--- src/rtl/muldiv_unit_pkg.sv ---
// muldiv_unit_pkg: shared types for the iterative multiply/divide unit.
//   op_e    - RISC-V M-extension funct3 encodings (all eight values defined)
//   state_e - control FSM states
package muldiv_unit_pkg;

   typedef enum logic [2:0] {
      OpMul    = 3'b000,
      OpMulh   = 3'b001,
      OpMulhsu = 3'b010,
      OpMulhu  = 3'b011,
      OpDiv    = 3'b100,
      OpDivu   = 3'b101,
      OpRem    = 3'b110,
      OpRemu   = 3'b111
   } op_e;

   typedef enum logic [1:0] {
      StIdle,
      StCalc,
      StDone
   } state_e;

endpackage

--- src/rtl/muldiv_unit_if.sv ---
// muldiv_unit_if: request/response bundle between the pipeline and the muldiv unit.
//   start  - request a new operation (sampled only when the unit is idle)
//   flush  - abort any operation in progress
//   op     - funct3 operation select
//   a, b   - rs1 / rs2 operands
//   busy   - operation accepted and still iterating
//   done   - one-cycle result-valid pulse
//   result - result, held from done until the next accepted start
interface muldiv_unit_if #(
   parameter int unsigned DATA_WIDTH = 32
);
   logic                  start;
   logic                  flush;
   logic [2:0]            op;
   logic [DATA_WIDTH-1:0] a;
   logic [DATA_WIDTH-1:0] b;
   logic                  busy;
   logic                  done;
   logic [DATA_WIDTH-1:0] result;

   modport master (
      output start, flush, op, a, b,
      input  busy, done, result
   );

   modport slave (
      input  start, flush, op, a, b,
      output busy, done, result
   );
endinterface

--- src/rtl/muldiv_unit.sv ---
// muldiv_unit: radix-2 iterative multiplier/divider for the RISC-V M extension.
//   clk   - clock, all state changes on the rising edge
//   reset - asynchronous active-high reset
//   bus   - slave side of muldiv_unit_if (start/flush/op/a/b in; busy/done/result out)
// One DATA_WIDTH+1-bit adder is shared: shift-add for multiply, restoring
// shift-subtract for divide (op[2] selects). Signed ops run on magnitudes and the
// result is negated at the end. Divide-by-zero and signed overflow bypass CALC.
module muldiv_unit
   import muldiv_unit_pkg::*;
#(
   parameter int unsigned DATA_WIDTH = 32
) (
   input  logic         clk,
   input  logic         reset,
   muldiv_unit_if.slave bus
);

   localparam int unsigned W    = DATA_WIDTH;
   localparam int unsigned CntW = $clog2(DATA_WIDTH) + 1;
   localparam logic [CntW-1:0] LastIter = CntW'(DATA_WIDTH - 1);

   state_e          r_state;
   logic [CntW-1:0] r_cnt;
   logic [2:0]      r_op;
   logic            r_neg;
   logic [W-1:0]    r_hi;     // product high half / partial remainder
   logic [W-1:0]    r_lo;     // multiplier then product low half / dividend then quotient
   logic [W-1:0]    r_opnd;   // multiplicand / divisor magnitude
   logic [W-1:0]    r_result;
   logic            r_busy;
   logic            r_done;

   // Operand conditioning at accept time
   logic         w_a_sgn, w_b_sgn, w_neg;
   logic [W-1:0] w_a_mag, w_b_mag;
   logic         w_div_zero, w_ovf;
   logic [W-1:0] w_special;

   always_comb begin
      w_a_sgn = 1'b0;
      w_b_sgn = 1'b0;
      w_neg   = 1'b0;
      unique case (op_e'(bus.op))
         OpMul, OpMulh, OpDiv: begin
            w_a_sgn = 1'b1;
            w_b_sgn = 1'b1;
            w_neg   = bus.a[W-1] ^ bus.b[W-1];
         end
         OpMulhsu: begin
            w_a_sgn = 1'b1;
            w_neg   = bus.a[W-1];
         end
         OpRem: begin
            w_a_sgn = 1'b1;
            w_b_sgn = 1'b1;
            w_neg   = bus.a[W-1];
         end
         OpMulhu, OpDivu, OpRemu: ;
      endcase
   end

   assign w_a_mag    = (w_a_sgn && bus.a[W-1]) ? -bus.a : bus.a;
   assign w_b_mag    = (w_b_sgn && bus.b[W-1]) ? -bus.b : bus.b;
   assign w_div_zero = bus.op[2] && (bus.b == '0);
   // Only signed DIV/REM (op[0]=0) can overflow
   assign w_ovf      = bus.op[2] && !bus.op[0] && (bus.a == {1'b1, {(W-1){1'b0}}})
                       && (bus.b == '1);

   always_comb begin
      if (w_div_zero) w_special = bus.op[1] ? bus.a : '1;
      else            w_special = bus.op[1] ? '0 : bus.a;
   end

   // Shared adder/subtractor
   logic [W:0]   w_lhs, w_rhs, w_sum;
   logic         w_cin, w_borrow;
   logic [W-1:0] w_hi_nxt, w_lo_nxt;

   always_comb begin
      if (r_op[2]) begin
         w_lhs = {r_hi, r_lo[W-1]};
         w_rhs = ~{1'b0, r_opnd};
         w_cin = 1'b1;
      end else begin
         w_lhs = {1'b0, r_hi};
         w_rhs = r_lo[0] ? {1'b0, r_opnd} : '0;
         w_cin = 1'b0;
      end
   end

   assign w_sum    = w_lhs + w_rhs + {{W{1'b0}}, w_cin};
   // Partial remainder < divisor, so bit W of the difference is the borrow
   assign w_borrow = w_sum[W];

   always_comb begin
      if (r_op[2]) begin
         w_hi_nxt = w_borrow ? w_lhs[W-1:0] : w_sum[W-1:0];
         w_lo_nxt = {r_lo[W-2:0], ~w_borrow};
      end else begin
         w_hi_nxt = w_sum[W:1];
         w_lo_nxt = {w_sum[0], r_lo[W-1:1]};
      end
   end

   // Sign fix-up applied on the last iteration's values
   logic [2*W-1:0] w_prod, w_prod_s;
   logic [W-1:0]   w_quot_s, w_rem_s, w_final;

   always_comb begin
      w_prod   = {w_hi_nxt, w_lo_nxt};
      w_prod_s = r_neg ? -w_prod : w_prod;
      w_quot_s = r_neg ? -w_lo_nxt : w_lo_nxt;
      w_rem_s  = r_neg ? -w_hi_nxt : w_hi_nxt;
      w_final  = '0;
      unique case (op_e'(r_op))
         OpMul:                     w_final = w_prod_s[W-1:0];
         OpMulh, OpMulhsu, OpMulhu: w_final = w_prod_s[2*W-1:W];
         OpDiv, OpDivu:             w_final = w_quot_s;
         OpRem, OpRemu:             w_final = w_rem_s;
      endcase
   end

   always_ff @(posedge clk or posedge reset) begin
      if (reset) begin
         r_state  <= StIdle;
         r_cnt    <= '0;
         r_op     <= '0;
         r_neg    <= 1'b0;
         r_hi     <= '0;
         r_lo     <= '0;
         r_opnd   <= '0;
         r_result <= '0;
         r_busy   <= 1'b0;
         r_done   <= 1'b0;
      end else if (bus.flush) begin
         r_state <= StIdle;
         r_cnt   <= '0;
         r_busy  <= 1'b0;
         r_done  <= 1'b0;
      end else begin
         unique case (r_state)
            StIdle: begin
               r_done <= 1'b0;
               if (bus.start) begin
                  r_op  <= bus.op;
                  r_neg <= w_neg;
                  r_cnt <= '0;
                  if (w_div_zero || w_ovf) begin
                     r_result <= w_special;
                     r_done   <= 1'b1;
                     r_state  <= StDone;
                  end else begin
                     r_hi    <= '0;
                     r_lo    <= w_a_mag;
                     r_opnd  <= w_b_mag;
                     r_busy  <= 1'b1;
                     r_state <= StCalc;
                  end
               end
            end
            StCalc: begin
               r_hi  <= w_hi_nxt;
               r_lo  <= w_lo_nxt;
               r_cnt <= r_cnt + CntW'(1);
               if (r_cnt == LastIter) begin
                  r_result <= w_final;
                  r_busy   <= 1'b0;
                  r_done   <= 1'b1;
                  r_state  <= StDone;
               end
            end
            StDone: begin
               r_done  <= 1'b0;
               r_state <= StIdle;
            end
            default: r_state <= StIdle;
         endcase
      end
   end

   assign bus.busy   = r_busy;
   assign bus.done   = r_done;
   assign bus.result = r_result;

endmodule

--- src/flat_wrapper.sv ---
// flat-port wrapper written by rule: the top's interface ports become plain ports
module muldiv_unit_flat import muldiv_unit_pkg::*;
#(
   parameter int unsigned DATA_WIDTH = 32
)
  (clk, reset, bus_start, bus_flush, bus_op, bus_a, bus_b, bus_busy, bus_done, bus_result);
  muldiv_unit_if #(.DATA_WIDTH(DATA_WIDTH)) bus_i ();
  input  logic clk;
  input  logic reset;
  input wire logic [$bits(bus_i.start)-1:0] bus_start;
  input wire logic [$bits(bus_i.flush)-1:0] bus_flush;
  input wire logic [$bits(bus_i.op)-1:0] bus_op;
  input wire logic [$bits(bus_i.a)-1:0] bus_a;
  input wire logic [$bits(bus_i.b)-1:0] bus_b;
  output wire logic [$bits(bus_i.busy)-1:0] bus_busy;
  output wire logic [$bits(bus_i.done)-1:0] bus_done;
  output wire logic [$bits(bus_i.result)-1:0] bus_result;
  assign bus_i.start = bus_start;
  assign bus_i.flush = bus_flush;
  assign bus_i.op = bus_op;
  assign bus_i.a = bus_a;
  assign bus_i.b = bus_b;
  assign bus_busy = bus_i.busy;
  assign bus_done = bus_i.done;
  assign bus_result = bus_i.result;
  muldiv_unit #(.DATA_WIDTH(DATA_WIDTH)) u_core (.clk(clk), .reset(reset), .bus(bus_i));
endmodule
--- config.mk ---
export PLATFORM = sky130hd
export DESIGN_NAME = muldiv_unit_flat
export DESIGN_NICKNAME = d
export VERILOG_FILES = /design/src/rtl/muldiv_unit_pkg.sv /design/src/rtl/muldiv_unit_if.sv /design/src/rtl/muldiv_unit.sv /design/src/flat_wrapper.sv
export SDC_FILE = /design/constraint.sdc
export NUM_CORES = 1
export LEC_CHECK = 0
export ABC_AREA = 1
export ABC_CLOCK_PERIOD_IN_PS = 18500
export BUFFER_PORTS_ARGS = -buffer_cell sky130_fd_sc_hd__buf_2
export CORE_MARGIN = 2
export CORE_UTILIZATION = 35
export CTS_CLUSTER_DIAMETER = 80
export CTS_CLUSTER_SIZE = 24
export DETAILED_ROUTE_END_ITERATION = 10
export GPL_ROUTABILITY_DRIVEN = 0
export SKIP_CTS_REPAIR_TIMING = 1
export SLEW_MARGIN = 20
export SYNTH_ARGS = -nofsm -noshare
export SYNTH_HDL_FRONTEND = slang
export SYNTH_SLANG_ARGS = --single-unit
--- constraint.sdc ---
create_clock -name clk -period 18.5 [get_ports clk]
set_clock_uncertainty 0.2 [all_clocks]
set_input_delay 3.7 -clock clk [delete_from_list [all_inputs] [get_ports clk]]
set_output_delay 3.7 -clock clk [all_outputs]
set_load 0.02 [all_outputs]
Word-level counts from Yosys, hierarchy flattened
Cells that the tools add are included.
- bits in registers: 142
- bits of input ports: 71
- output and inout bits: 34
- logic and storage cells: 123
- add/subtract/negate cells: 8
- eq/ne operators: 23
- mux-type cells: 47
- bitwise gates (word level): 5
- reduce and logical (&&, ||, !) cells: 30
- operators by type and width (cell ; count):
    2-to-1 mux 32 bit ; 18
    one-hot mux 32 bit (2 select lines) ; 3
    negator 32 bit ; 4
    one-hot mux 32 bit (4 select lines) ; 1
    2-to-1 mux 33 bit ; 2
    equality test 32 bit (second input constant) ; 2
    2-to-1 mux 64 bit ; 1
    negator 64 bit ; 1
    adder 33 x 1 -> 33 bit ; 1
    adder 33 bit ; 1
    inverter 32 -> 33 bit ; 1
    logical NOT 32 bit ; 1
    equality test 3 bit (second input constant) ; 6
    2-to-1 mux 6 bit ; 2
    one-hot mux 6 bit (2 select lines) ; 1
    AND reduction 4 bit ; 3
    2-to-1 mux 1 bit ; 11
    equality test 3 x 2 -> 1 bit (second input constant) ; 3
    2-to-1 mux 2 bit ; 4
    adder 6 x 1 -> 6 bit (second input constant) ; 1
    equality test 3 x 1 -> 1 bit (second input constant) ; 2
    equality test 6 x 5 -> 1 bit (second input constant) ; 1
    logical AND 1 bit ; 6
    logical NOT 3 bit ; 2
    other kinds (24) ; 35

Logic depth before layout (Yosys ltp)
Gate-level depths: netlist of run 1.
- depth in word-level cells: 11
- mapped depth: 44
- depth with buffers taken out: 37

Least setup slack after synthesis of run 1
No wires, ideal clock.
- path kind: input -> register
- start point: input port bus_b[0]
- end point: register u_core.r_lo[12]
- setup time: 0.131 ns
- arrival: 5.880 ns
- required time: 18.169 ns
- setup slack: 12.289 ns
- stages on the path: 18
- buffers on the path: 2
- cells stage by stage: inv_1 -> ha_1 -> nand3_1 -> nor2_1 -> nand4_1 -> nand3b_1 -> nor3_2 -> nand2_1 -> nor3_1 -> nand2_1 -> nand2_1 -> nand2_1 -> nand3_1 -> inv_1 -> clkbuf_1 -> clkbuf_1 -> o211ai_1 -> o21ai_0
- longest elaborated chain between the ends: 5
- elaborated cells between the ends (all ways): 7
- those cells by class: eq/ne: 2; reduce/logical: 5
- ends and longest elaborated chain (item ; line ; source):
    from (decl) ; flat_wrapper.sv:14 ; input wire logic [$bits(bus_i.b)-1:0] bus_b;
    equality test 32 bit / logical NOT 32 bit (equally long branches) ; muldiv_unit.sv:67, muldiv_unit.sv:64 ;
    logical AND 1 bit, on equally long branches ; muldiv_unit.sv:67, muldiv_unit.sv:64 ;
    logical OR 1 bit * ; muldiv_unit.sv:148 ; if (w_div_zero || w_ovf) begin
    != test 2 bit (no line) * ; -- ;
    AND reduction 4 bit (no line) * ; -- ;
    to (signal assigned) ; muldiv_unit.sv:154 ; r_lo <= w_a_mag;
    to (signal assigned) ; muldiv_unit.sv:163 ; r_lo <= w_lo_nxt;
    to (decl) ; muldiv_unit.sv:27 ; logic [W-1:0] r_lo;
Every way passes the cells marked *; elsewhere a longest branch is shown, timed or not.
A chain may end at the register's enable or synchronous reset.

Worst setup path after layout of run 1
- start point: register u_core.r_op[2]
- end point: register u_core.r_result[22], in the netlist u_core.bus.result[22]
- longest elaborated chain between the ends: 10
- elaborated cells between the ends (all ways): 29
- those cells by class: add/sub: 5; eq/ne: 7; mux: 12; bitwise: 1; reduce/logical: 4
- ends and longest elaborated chain (item ; line ; source):
    from (decl) ; muldiv_unit.sv:24 ; logic [2:0] r_op;
    from (signal assigned) ; muldiv_unit.sv:145 ; r_op <= bus.op;
    2-to-1 mux 33 bit ; muldiv_unit.sv:80 ; if (r_op[2]) begin
    adder 33 bit ; muldiv_unit.sv:91 ; assign w_sum = w_lhs + w_rhs + {{W{1'b0}}, w_cin};
    adder 33 x 1 -> 33 bit ; muldiv_unit.sv:91 ;
    2-to-1 mux 32 bit / inverter 1 bit (equally long branches) ; muldiv_unit.sv:97, muldiv_unit.sv:98 ;
    2-to-1 mux 32 bit ; muldiv_unit.sv:96 ; if (r_op[2]) begin
    negator 64 bit, or another cell as far along ; muldiv_unit.sv:111 ; w_prod_s = r_neg ? -w_prod : w_prod;
    2-to-1 mux 64 bit, or another cell as far along ; muldiv_unit.sv:111 ;
    one-hot mux 32 bit (4 select lines) * ; muldiv_unit.sv:115 ; unique case (op_e'(r_op))
    2-to-1 mux 32 bit * ; muldiv_unit.sv:165 ; if (r_cnt == LastIter) begin
    one-hot mux 32 bit (2 select lines) * ; muldiv_unit.sv:141 ; unique case (r_state)
    to (signal assigned) ; muldiv_unit.sv:149 ; r_result <= w_special;
    to (signal assigned) ; muldiv_unit.sv:166 ; r_result <= w_final;
    to (decl) ; muldiv_unit.sv:29 ; logic [W-1:0] r_result;
Every way passes the cells marked *; elsewhere a longest branch is shown, timed or not. The select of a mux whose other input is x is not followed.

==> metrics.sh, run 1 <==
PORT_BUFFERS=104
AREA_GROWTH_PCT=10.5
CLKLATENCYLATEPIN_NS=0.45
CTS.ROOT.BUFFER_CELL='clkbuf_16'
FIN_WORST_HOLD_SLACK_NS=0.281
FINALSETUPTNS_NS=0
FLOORPLAN.IO_PINS=105
ANTENNADIODECOUNT=0
ANT_NETS=0
DIE_H_UM=213
HTREEDEPTH=4
SYN-NUM-NETS=2721
SYNTH_SEQUENTIAL_AREA_RATIO_PCT=23.2
REG2REG_TO='u_core.bus.result[22]'
DESTINATION_OF_THE_WORST_HOLD_PATH='u_core.bus.result[21]'
R2R_SETUP_SLACK_NS=11.14
TIME_THE_FINAL_WORST_PATH_NEEDS_WITH_I_O_DELAYS_AND_SETUP_NS=7.36
MAPPEDNETLISTAREA_UM2=15300
GRT_PASS1_WL_UM=90300
R2R.WORST_PATH.CELLS=35
AVGSYNTHCELLAREA_UM2=5.87
CTS.SINKS=142
WORSTHOLDPATHTYPE='reg -> reg'
DRC=0
MIN_PERIOD_OVER_PERIOD_PCT=39.8
MAXSLEWVIOLCOUNT=0
DRIVE_ABOVE_1_SHARE_PCT=8.62
PIN_COUNT_OF_THE_BIGGEST_NET_ENTERING_GLOBAL_ROUTING=95
GRT_PASS1_VIAS=16200
TIMING.SLEW.HEADROOM_PCT=27.1
WORSTPATHARRIVAL_NS=7.48
DIEAREA_UM2=45400
FINAL_INSTANCE_COUNT_EXCL_FILLERS=3242
SETUP.WORST_PATH.START='u_core.r_op[2]'
CP_COMMON_CELL='nand2_1'
R2R_START='u_core.r_op[2]'
CTS.CLK_SLEW.WORST_PATHS_NS=0.06
SYNTHFLOPTYPE='dfrtp_1'
WL_UM=58900
SYNTH_CELL_TYPES=52
YS_ASYNC_SR_FRACTION_PCT=100
DETAIL_ROUTE.ITER0.VIOLATIONS=2167
CTS_MADE_BUFFERS=17
TIMING.MAX_CAP.VIOLATIONS=0
DESIGN.CORE.AREA_UM2=43200
SYNTH_AREA_LEADER_CELL='dfrtp_1'
POST-SYNTH-TOP-AREA-FRACTION_PCT=23.2
DRTPASS1ITERATIONS=6
CRITICAL_PATH.STARTPOINT_TYPE='register'
TIMING_HOLD_VIOLATIONS_FINAL=0
WORSTHOLDSTART='u_core.bus.result[21]'
PLACEMENTROWS=76
CRITICAL_PATH.SLOWEST_CELL='buf_4'
MIN_PATH_CELLS=2
POSTSYNTHCELLCOUNT=2607
DETAILROUTE.VIA_COUNT=17800
HPWLAFTERDP_UM=46100
CRITICAL_PATH.ENDPOINT_TYPE='register'
LAYOUT.FILLER_CELLS=4736
FLOORPLAN.INITIALDENSITY_PCT=35.5
GR-TOTAL-OVERFLOW=0
GLOBALROUTETOTALUTIL_PCT=25.9
UNREPAIRED_SETUP_ENDPOINTS_AFTER_GLOBAL_ROUTING='no'
WORST_PATH_LARGEST_CELL_DELAY_NS=0.73
WIRE_PER_INST_UM=18.2
POST-PLACE-CELLS=3211
MAXCLOCKFREQUENCY_MHz=136
DIE_WIDTH_UM=213
DETAIL_ROUTE.VIAS_PER_CELL=5.49
GRT_ANTENNA_BEFORE_REPAIR=0
CTS_BUFFER_DEPTH=2
WORST-SLEW-PIN-TRANSITION_NS=1.09
REQUIRED_TIME_REPORTED_FOR_THE_CRITICAL_PATH_ENDPOINT_NS=18.62
YOSYS_REGISTER_BITS=142
PATH_MAX_FANOUT=94
CRITICALPATHCATEGORY='reg -> reg'
RUN_STATUS='completed'
SYNTH_WARNINGS=0
TRITONCTS_CLOCK_TREE='built'
SYNTH_EDF_COUNT=0
POST_SYNTH_MAIN_AREA_CONTRIBUTORS='dfrtp_1 (23%), nand2_1 (17%), o21ai_0 (8.7%), inv_1 (8.5%), nor2_1 (6.7%)'
NUM-NETS-FINAL=2759
SETUP_VIOLATIONS=0
-- synth_stat cells, types with 2 or more instances --
cell type / instances
nand2_1: 706
inv_1: 347
nor2_1: 274
o21ai_0: 266
a21oi_1: 192
nand3_1: 169
dfrtp_1: 142
clkbuf_1: 78
xor2_1: 73
ha_1: 41
nand4_1: 40
o22ai_1: 38
nor3_1: 33
nand2_2: 19
buf_2: 18
o211ai_1: 18
o21ai_1: 18
xnor2_1: 17
nor2_2: 11
nand3b_1: 9
a31oi_1: 8
nor4_1: 8
a21oi_2: 7
o21bai_1: 7
buf_1: 5
nand2_4: 5
or2_2: 5
buf_6: 4
inv_2: 4
nand3_2: 4
nor3_2: 4
o21a_1: 4
o221ai_1: 4
o31ai_1: 4
a21boi_0: 2
a21oi_4: 2
buf_4: 2
fa_1: 2
nor2_4: 2
o21ai_2: 2
o311ai_0: 2
-- kinds of logic (layout without fill, tap and decap cells) --
| group | count (synthesis) | count (layout) | synth area share [%] |
|---|---|---|---|
| buffers and inverters | 459 | 509 | 11.7 |
| xor gates and xnor gates | 90 | 90 | 5.15 |
| and+or+nand+nor | 1292 | 1292 | 35.7 |
| adders and majority gates | 43 | 43 | 3.61 |
| DFF | 142 | 142 | 23.2 |
| AOI/OAI and AO/OA | 581 | 581 | 20.6 |
-- sequential cells by signal, indices dropped and copies added, names as in the netlist --
name / flops
u_core.r_lo: 32
u_core.r_neg: 1
u_core.bus.done: 1
u_core.r_opnd: 32
u_core.bus.busy: 1
u_core.r_state: 2
u_core.r_hi: 32
u_core.r_cnt: 6
u_core.bus.result: 32
u_core.r_op: 3
-- critical path, delay by kind of cell (launching register included) --
family / cells / cell delay (ns)
compound gates: 4 / 0.60
fa+ha+maj: 3 / 0.82
buf+inv: 5 / 1.17
flops: 1 / 0.66
simple gates: 23 / 3.74
-- layout by cell type, fill, tap and decap left out, types with 3 or more instances in the layout --
master / count
o21bai_1: 7
nand2_2: 19
nor4_1: 7
buf_2: 104
nor3_2: 4
a31oi_1: 8
clkbuf_16: 17
or2_2: 5
inv_2: 5
nor2_1: 274
bufinv_16: 5
nand3_1: 169
xor2_1: 73
nor3_1: 33
nand2_1: 706
inv_1: 345
o21ai_0: 266
o21a_1: 4
o211ai_1: 18
o31ai_1: 4
a21oi_2: 7
clkinv_2: 3
nand3b_1: 9
a21oi_1: 192
nand4_1: 40
xnor2_1: 17
nor2_2: 11
dfrtp_1: 140
o221ai_1: 4
nand2_4: 5
o21ai_1: 18
buf_4: 23
ha_1: 40
o22ai_1: 38
nand3_2: 4
-- final cells by class --
cell class / instances / area (um2) / share of cell area, %
Sequential cell: 142 / 3560 / 21.0
Inverter: 351 / 1320 / 7.82
Tap cell: 585 / 732 / 4.33
Clock inverter: 11 / 189 / 1.12
Clock buffer: 20 / 447 / 2.64
Multi-Input combinational cell: 2006 / 9970 / 59.0
Timing Repair Buffer: 127 / 693 / 4.10
-- routing by layer --
metal	vias up	wire length (um)	global-route usage, %
met5	-	0	0
met3	133	5030	4.22
met4	0	2210	10.9
met1	8297	25400	34.9
met2	826	26200	40.9
li1	8544	-	-
-- per-stage QoR --
step / worst slack (ns) / cell area, um2 / util (%)
5_1_grt: 10.49 / 16900 / 39.2
6_report: 11.14 / 16900 / 39.2
2_1_floorplan: 10.79 / 15300 / -
4_1_cts: 11.19 / 16900 / 39.2
3_3_place_gp: 10.96 / 16300 / 37.7
3_5_place_dp: 10.87 / 16300 / 37.7
-- how the worst max path moves through the flow --
stage | slack, ns | depth (start not counted) | end
final | 11.14 | 35 | u_core.bus.result[22]
after global routing | 10.49 | 35 | u_core.bus.result[22]
after CTS | 11.19 | 35 | u_core.bus.result[22]
after detailed placement | 10.87 | 15 | u_core.r_lo[31]
after global placement | 10.96 | 15 | u_core.r_lo[31]
after floorplan | 10.79 | 1 | u_core.bus.busy
Power of run 1 is left out: the tool's default activity adds up to more than one toggle a clock period on the data nets, which glitch-free logic cannot reach.
==> run 2: changes to the inputs <==
ABC_AREA = 0   (was 1)
ABC_CLOCK_PERIOD_IN_PS = 7500   (was 18500)
clock period = 7.5 ns   (was 18.5 ns; I/O delays follow)
==> run 2 against run 1 <==
First-iteration DRC count down 11%. Synthesized area down 4.6%. Setup slack worse by 11 ns. Count of clock-buffer cells in the layout unchanged. Cell count down 21%. Sequential share of layout area up 0.84 points. Via count down 11%. Synthesized cell count down 24%. Die area down 4.5%. Routed wire length down 3.9%. Register-to-register slack worse by 11 ns. Core utilization up 0.48 points. Critical path type unchanged.
==> metrics.sh, run 2 <==
LAYOUT_SETUP_WS_NS=0.584  # -10.56 ns
POWER_FRAC_SEQ_PCT=22.2
ANTENNADIODECOUNT=0  # unchanged
FINALSETUPTNS_NS=0  # unchanged
PLACE_WORST_SETUP_SLACK_NS=0.556  # -10.31 ns
HTREEDEPTH=4  # unchanged
YS_ASYNC_SR_FRACTION_PCT=100  # unchanged
TIME_THE_FINAL_WORST_PATH_NEEDS_WITH_I_O_DELAYS_AND_SETUP_NS=6.92  # -0.445 ns
TIMING_HOLD_VIOLATIONS_FINAL=0  # unchanged
MAXSLEWVIOLCOUNT=0  # unchanged
DIE_H_UM=208  # -2.3%
MIN_PERIOD_OVER_PERIOD_PCT=92.2  # +52 points
SYNTH_SEQUENTIAL_AREA_RATIO_PCT=24.3  # +1.1 points
FLOORPLAN.IO_PINS=105  # unchanged
POWER-PER-CELL-AREA_nW_PER_UM2=381
SYNTHFLOPTYPE='dfrtp_1'
GRT_MOST_USED_LAYER='met2'
CTS.CLK_SLEW.WORST_PATHS_NS=0.06  # about the same
SYN-NUM-NETS=2098  # -23%
LAYOUT_COMMON_CELLS='nand2_1 (252), nor2_1 (204), o21ai_0 (198)'
SYNTH_CELL_TYPES=95  # +83%
MET2_TRACK_UTILIZATION_FROM_GLOBAL_ROUTING_PCT=40.1  # -0.73 points
DESIGN.CORE.AREA_UM2=41000  # -5.0%
REQUIRED_TIME_REPORTED_FOR_THE_CRITICAL_PATH_ENDPOINT_NS=7.62  # -11.00 ns
FLOORPLAN.INITIALDENSITY_PCT=35.6  # +0.15 points
CRITICALPATHCATEGORY='reg -> reg'
WL_UM=56500  # -3.9%
YOSYS.CELL_COUNT.TOP_TYPE='nand2_1'
AVGSYNTHCELLAREA_UM2=7.36  # +25%
AREA_GROWTH_PCT=11.3
DRC=0  # unchanged
NETSWITCHINGFRACTION_PCT=53.7
NUM-NETS-FINAL=2134  # -23%
UNREPAIRED_SETUP_ENDPOINTS_AFTER_GLOBAL_ROUTING='no'
CTS_BUFFER_DEPTH=2  # unchanged
WORST_PATH_LARGEST_CELL_DELAY_NS=0.76  # +0.03 ns
PLACEMENTROWS=74  # -2.6%
CRITICAL_PATH.ENDPOINT_TYPE='register'
GR-TOTAL-OVERFLOW=0  # unchanged
YOSYS_REGISTER_BITS=142  # unchanged
DETAIL_ROUTE.VIAS_PER_CELL=6.19  # +13%
SYNTH.CELLS.MOST_FREQUENT='nand2_1 (252), nor2_1 (206), o21ai_0 (198)'
CP_COMMON_CELL='buf_4'
LAYOUT_COMMONEST_CELL='nand2_1'
PATH_MAX_FANOUT=44  # -53%
SYNTH_AREA_LEADER_CELL='dfrtp_1'
GRT_PASS1_WL_UM=87600  # -3.0%
MAX-VDD-IR-DROP_V=0.000211
PIN_COUNT_OF_THE_BIGGEST_NET_ENTERING_GLOBAL_ROUTING=102  # +7.4%
CRITICAL_PATH.CELL_CHAIN='clkinvlp_4 > buf_4 > o21ai_0 > ha_1 > a211oi_2 > nor3_2 > o2111ai_2 > a21oi_2 > o31ai_1 > buf_4 > nor2_1 > buf_4 > a21oi_1 > ha_1 > nand2_1 > nor3_1 > nand4_1 > or3_1 > nand3_1 > nand3_1 > o31ai_1 > xor2_1 > o21ai_0 > a21oi_1'
WIRE_PER_INST_UM=22.0  # +21%
SYNTH_WARNINGS=0  # unchanged
POST_SYNTH_MAIN_AREA_CONTRIBUTORS='dfrtp_1 (24%), o21ai_0 (6.8%), nand2_1 (6.5%), a21oi_1 (6.2%), nor2_1 (5.3%)'
WORSTPATHARRIVAL_NS=7.04  # -0.44 ns
MAXCLOCKFREQUENCY_MHz=145  # +6.4%
DETAILROUTE.VIA_COUNT=15900  # -11%
P_SW_uW=3320
POST-SYNTH-TOP-AREA-FRACTION_PCT=24.3  # +1.1 points
TIMING.MAX_CAP.VIOLATIONS=0  # unchanged
CRITICAL_PATH.STARTPOINT_TYPE='register'
DIEAREA_UM2=43400  # -4.5%
GRT_PASS1_VIAS=14700  # -9.1%
SETUP_VIOLATIONS=0  # unchanged
POWER_REPORT.INTERNAL_TOTAL_uW=2870
POWER_LEAKAGE_uW=0.00646
CTS_MADE_BUFFERS=17  # unchanged
USE_MET1_PCT=34.8  # -0.065 points
SYNTH_EDF_COUNT=0  # unchanged
TIMING.SLEW.HEADROOM_PCT=35.3  # +8.2 points
GRT_ANTENNA_BEFORE_REPAIR=0  # unchanged
DETAIL_ROUTE.ITER0.VIOLATIONS=1939  # -11%
PORT_BUFFERS=104  # unchanged
RUN_STATUS='completed'
DIE_WIDTH_UM=208  # -2.3%
TRITONCTS_CLOCK_TREE='built'
POSTSYNTHCELLCOUNT=1984  # -24%
CLKLATENCYLATEPIN_NS=0.48  # +0.03 ns
CTS.SINKS=142  # unchanged
CLKPWRFRAC_PCT=14.8
GRTUSAGEMET3_PCT=5.01  # +0.79 points
DRTPASS1ITERATIONS=6  # unchanged
ANT_NETS=0  # unchanged
GLOBALROUTETOTALUTIL_PCT=25.7  # -0.12 points
HPWLAFTERDP_UM=42600  # -7.6%
WORST-SLEW-PIN-TRANSITION_NS=0.962  # -0.128 ns
CTS.ROOT.BUFFER_CELL='clkbuf_16'
CRITICAL_PATH.SLOWEST_CELL='dfrtp_4'
POWER.COMBINATIONAL.FRACTION_PCT=63.1
DRIVE_ABOVE_1_SHARE_PCT=13.3  # +4.7 points
MAPPEDNETLISTAREA_UM2=14600  # -4.6%
WORSTHOLDPATHTYPE='reg -> reg'
## run 2: cell count changes in the layout (fill, tap and decap cells not counted), moves of 29 or more
cell,previous run,this run
nand3_1,169,42
nand2_1,706,252
mux2_2,0,42
inv_1,345,41
o21ai_0,266,198
xnor2_1,17,69
a31oi_1,8,47
mux2i_1,0,40
o31ai_1,4,33
nor2_1,274,204
or3_1,0,29
## run 2: metrics by stage
step | hold WS, ns | util, % | cells | power (uW) | instance area [um2]
4_1_cts | 0.274 | 39.6 | 2564 | 6080 | 16300
6_report | 0.263 | 39.7 | 2565 | 6190 | 16300
3_3_place_gp | 0.251 | 38.1 | 2532 | 5090 | 15600
3_5_place_dp | 0.260 | 38.1 | 2532 | 5140 | 15600
2_1_floorplan | 0.246 | - | 1984 | 3930 | 14600
5_1_grt | 0.299 | 39.7 | 2565 | 6580 | 16300
## run 2: layout make-up
cell class / instances / area [um2]
Timing Repair Buffer: 142 / 818
Fill cell: 4248 / 24800
Multi-Input combinational cell: 1671 / 10400
Sequential cell: 142 / 3560
Timing Repair inverter: 1 / 7.51
Clock inverter: 12 / 159
Inverter: 45 / 178
Tap cell: 532 / 666
Clock buffer: 20 / 447
## run 2: final timing paths
check                      slack [ns]  depth (start not counted)             startpoint               endpoint
max                              0.58                         24         u_core.r_op[2]  u_core.bus.result[20]
min                              0.26                          2  u_core.bus.result[11]  u_core.bus.result[11]
max reg2reg                      0.58                         24         u_core.r_op[2]  u_core.bus.result[20]
min reg2reg                      0.26                          2  u_core.bus.result[11]  u_core.bus.result[11]
max in group asynchronous        4.65                          3                  reset         u_core.r_op[2]
min in group asynchronous        0.94                          2                  reset   u_core.bus.result[7]
## run 2: per-layer routing
metal / share of wire [%] / vias to the layer above
met3: 9.2 / 125
li1: - / 7366
met1: 43 / 7598
met2: 45 / 792
met5: 0 / -
met4: 3.5 / 0
## run 2: cell families (layout without fill, tap and decap cells)
family                     count (synthesis)  in the layout  synth area share [%]
muxes                                     82             82                  5.98
DFF                                      142            142                  24.3
adders and majority gates                 67             67                  5.43
xor gates and xnor gates                 114            114                  6.83
buffers and inverters                    171            220                  4.52
AOI/OAI and AO/OA                        673            673                  29.3
and+or+nand+nor                          735            735                  23.6
## run 2: worst max-delay path, delay by kind of cell (launching register included)
family	cells	cell delay [ns]
and+or+nand+nor	8	2.10
AOI/OAI and AO/OA	9	2.05
xor gates and xnor gates	1	0.11
buffers and inverters	4	1.02
adders and majority gates	2	0.53
DFF	1	0.76
## run 2: power groups by stage
stage / logic [uW] / registers [uW] / clock network (uW)
6_report: 3900 / 1370 / 916
5_1_grt: 4220 / 1400 / 957
4_1_cts: 3800 / 1360 / 928
3_5_place_dp: 3780 / 1360 / 0
3_3_place_gp: 3730 / 1360 / 0
2_1_floorplan: 2620 / 1310 / 0
Note: power is estimated with default switching activity, not from simulation.
==> run 3: changes to the inputs <==
BUFFER_PORTS_ARGS = default   (was -buffer_cell sky130_fd_sc_hd__buf_2)
DONT_BUFFER_PORTS = 1   (was default)
==> run 3 against run 2 <==
Cell count is 3.9% lower. Flip-flop and latch count stayed put. Power is 3.2% lower. First-iteration DRC count is 5.7% lower. Sequential power is 9% higher. Sequential share of layout area is 0.77 points higher. Die area stayed put. Routed wire length is 2.3% lower. Count of clock-buffer cells in the layout is 2 lower. Global-route usage is 0.86 points lower. Hold slack better by 0.038 ns. Design area is 3.4% lower.
==> metrics.sh, run 3 (same netlist as run 2, synthesis figures left out) <==
CRITICAL_PATH.STARTPOINT_TYPE='register'
WORST_PATH_LARGEST_CELL_DELAY_NS=0.84  # +0.08 ns
REG2REG_TO='u_core.bus.result[27]'
LAYOUT_COMMON_CELLS='nand2_1 (252), nor2_1 (204), o21ai_0 (198)'
CRITICAL_PATH.CELL_CHAIN='inv_1 > o21ai_0 > ha_1 > nand2_1 > a211oi_2 > o21ai_0 > a21oi_1 > xor2_1 > o32a_1 > o21ai_1 > nand4_1 > nor3_1 > nand2_1 > o2111a_1 > o31a_1'
POWER_LEAKAGE_uW=0.00603  # -6.7%
CP_TOP_FAMILY='compound AO/OA/AOI/OAI gates'
CRITPATHBUFINV=1  # -3
PLACEMENTROWS=74  # unchanged
TRITONCTS_CLOCK_TREE='built'
CTS.ROOT.BUFFER_CELL='clkbuf_16'
AREA_GROWTH_PCT=7.55
NUM-NETS-FINAL=2033  # -4.7%
GRT_ANTENNA_BEFORE_REPAIR=0  # unchanged
TIMING.MAX_CAP.VIOLATIONS=0  # unchanged
DIEAREA_UM2=43400  # unchanged
HTREEDEPTH=4  # unchanged
DRIVE_ABOVE_1_SHARE_PCT=8.75  # -4.5 points
REQUIRED_TIME_REPORTED_FOR_THE_CRITICAL_PATH_ENDPOINT_NS=7.65  # +0.03 ns
CLKLATENCYLATEPIN_NS=0.46  # -0.02 ns
POST-LAYOUT-TOTAL-POWER_uW=5990  # -3.2%
TIMING.SLEW.HEADROOM_PCT=27.8  # -7.6 points
DRC=0  # unchanged
CRITICALPATHCATEGORY='reg -> reg'
FLOORPLAN.IO_PINS=105  # unchanged
PIN_COUNT_OF_THE_BIGGEST_NET_ENTERING_GLOBAL_ROUTING=87  # -15%
GR-TOTAL-OVERFLOW=0  # unchanged
FINALSETUPTNS_NS=0  # unchanged
CRITICAL_PATH.SLOWEST_CELL='nor3_1'
PATH_MAX_FANOUT=33  # -25%
R2R_SETUP_SLACK_NS=0.68  # +0.09 ns
HPWLAFTERDP_UM=41700  # -2.1%
WORSTHOLDSTART='u_core.r_cnt[5]'
MAXCLOCKFREQUENCY_MHz=147  # +1.4%
DESTINATION_OF_THE_WORST_HOLD_PATH='u_core.r_cnt[5]'
WORST-SLEW-PIN-TRANSITION_NS=1.08  # +0.120 ns
R2R_START='u_core.r_op[2]'
CP_NUM_CELLS=15  # -38%
DIE_H_UM=208  # unchanged
DESIGN.CORE.AREA_UM2=41000  # unchanged
ANT_NETS=0  # unchanged
CRITICAL_PATH.ENDPOINT_TYPE='register'
GLOBALROUTETOTALUTIL_PCT=24.9  # -0.86 points
ANTENNADIODECOUNT=0  # unchanged
DETAILROUTE.VIA_COUNT=15500  # -2.7%
LAYOUT_COMMONEST_CELL='nand2_1'
DETAIL_ROUTE.VIAS_PER_CELL=6.27  # +1.3%
CTS_MADE_BUFFERS=17  # unchanged
DIE_WIDTH_UM=208  # unchanged
DRTPASS1ITERATIONS=7  # +1
TIMING_HOLD_VIOLATIONS_FINAL=0  # unchanged
GRT_PASS1_WL_UM=85200  # -2.7%
WIRE_PER_INST_UM=22.4  # +1.7%
RUN_STATUS='completed'
MIN_PERIOD_OVER_PERIOD_PCT=91.0  # -1.3 points
CTS_BUFFER_DEPTH=2  # unchanged
SETUP_VIOLATIONS=0  # unchanged
MAXSLEWVIOLCOUNT=0  # unchanged
WORSTPATHARRIVAL_NS=6.97  # -0.07 ns
WL_UM=55200  # -2.3%
TIME_THE_FINAL_WORST_PATH_NEEDS_WITH_I_O_DELAYS_AND_SETUP_NS=6.82  # -0.0938 ns
CTS.CLK_SLEW.WORST_PATHS_NS=0.08  # +0.02 ns
CTS.SINKS=142  # unchanged
POWER-PER-CELL-AREA_nW_PER_UM2=381  # +0.18%
FLOORPLAN.INITIALDENSITY_PCT=35.6  # unchanged
R2R.WORST_PATH.CELLS=15  # -38%
UNREPAIRED_SETUP_ENDPOINTS_AFTER_GLOBAL_ROUTING='no'
FINAL_CORE_UTILIZATION_PCT=38.3  # -1.3 points
MIN_PATH_CELLS=1  # -1
PORT_BUFFERS=0  # -100%
DETAIL_ROUTE.ITER0.VIOLATIONS=1829  # -5.7%
WORSTHOLDPATHTYPE='reg -> reg'
GRT_PASS1_VIAS=14200  # -3.4%
MAX-VDD-IR-DROP_V=0.000169  # -20%
==> run 3: per-layer routing <==
layer	vias up	track usage (%)	routed length, um
met5	-	0	0
met3	139	6.72	5380
met1	7425	33.1	23500
li1	7168	-	-
met2	722	38.5	24400
met4	0	9.13	1960
==> run 3: worst max-delay path by stage <==
| stage | startpoint | end | slack (ns) |
|---|---|---|---|
| after CTS | u_core.r_op[2] | u_core.bus.result[20] | 0.98 |
| after global placement | u_core.r_op[2] | u_core.bus.result[27] | 1.09 |
| after floorplan | u_core.r_op[2] | u_core.bus.result[24] | 0.009 |
| after global routing | u_core.r_op[2] | u_core.bus.result[20] | 0.25 |
| final | u_core.r_op[2] | u_core.bus.result[27] | 0.68 |
| after detailed placement | u_core.r_op[2] | u_core.bus.result[27] | 1.01 |
==> run 3: cell type report <==
type / count / area [um2]
Sequential cell: 142 / 3560
Clock buffer: 18 / 439
Clock inverter: 14 / 133
Inverter: 45 / 174
Fill cell: 4236 / 25300
Tap cell: 532 / 666
Timing Repair Buffer: 42 / 315
Multi-Input combinational cell: 1671 / 10400
==> run 3: worst register-to-register path: stages (launching register included) <==
cell and delay [ns]:
dfrtp_4 0.56, inv_1 0.74, o21ai_0 0.40, ha_1 0.48
nand2_1 0.10, a211oi_2 0.45, o21ai_0 0.42, a21oi_1 0.43
xor2_1 0.22, o32a_1 0.37, o21ai_1 0.44, nand4_1 0.36
nor3_1 0.84, nand2_1 0.19, o2111a_1 0.29, o31a_1 0.24
==> run 3: metrics by stage <==
| stage | cells | setup slack (ns) | cell area (um2) | hold WS, ns |
|---|---|---|---|---|
| finish | 2464 | 0.678 | 15700 | 0.302 |
| global route | 2464 | 0.250 | 15700 | 0.317 |
| CTS | 2464 | 0.977 | 15700 | 0.293 |
| detailed placement | 2432 | 1.01 | 15100 | 0.279 |
| global placement | 2432 | 1.09 | 15100 | 0.272 |
| floorplan | 1984 | 0.00854 | 14600 | 0.246 |
==> run 3: power breakdown <==
| group | total [uW] | internal, uW | leakage (uW) | switching (uW) |
|---|---|---|---|---|
| clock network | 863 | 471 | 0.000268 | 392 |
| logic | 3640 | 1230 | 0.00399 | 2400 |
| registers | 1490 | 1030 | 0.00177 | 464 |
| total | 5990 | 2730 | 0.00603 | 3260 |
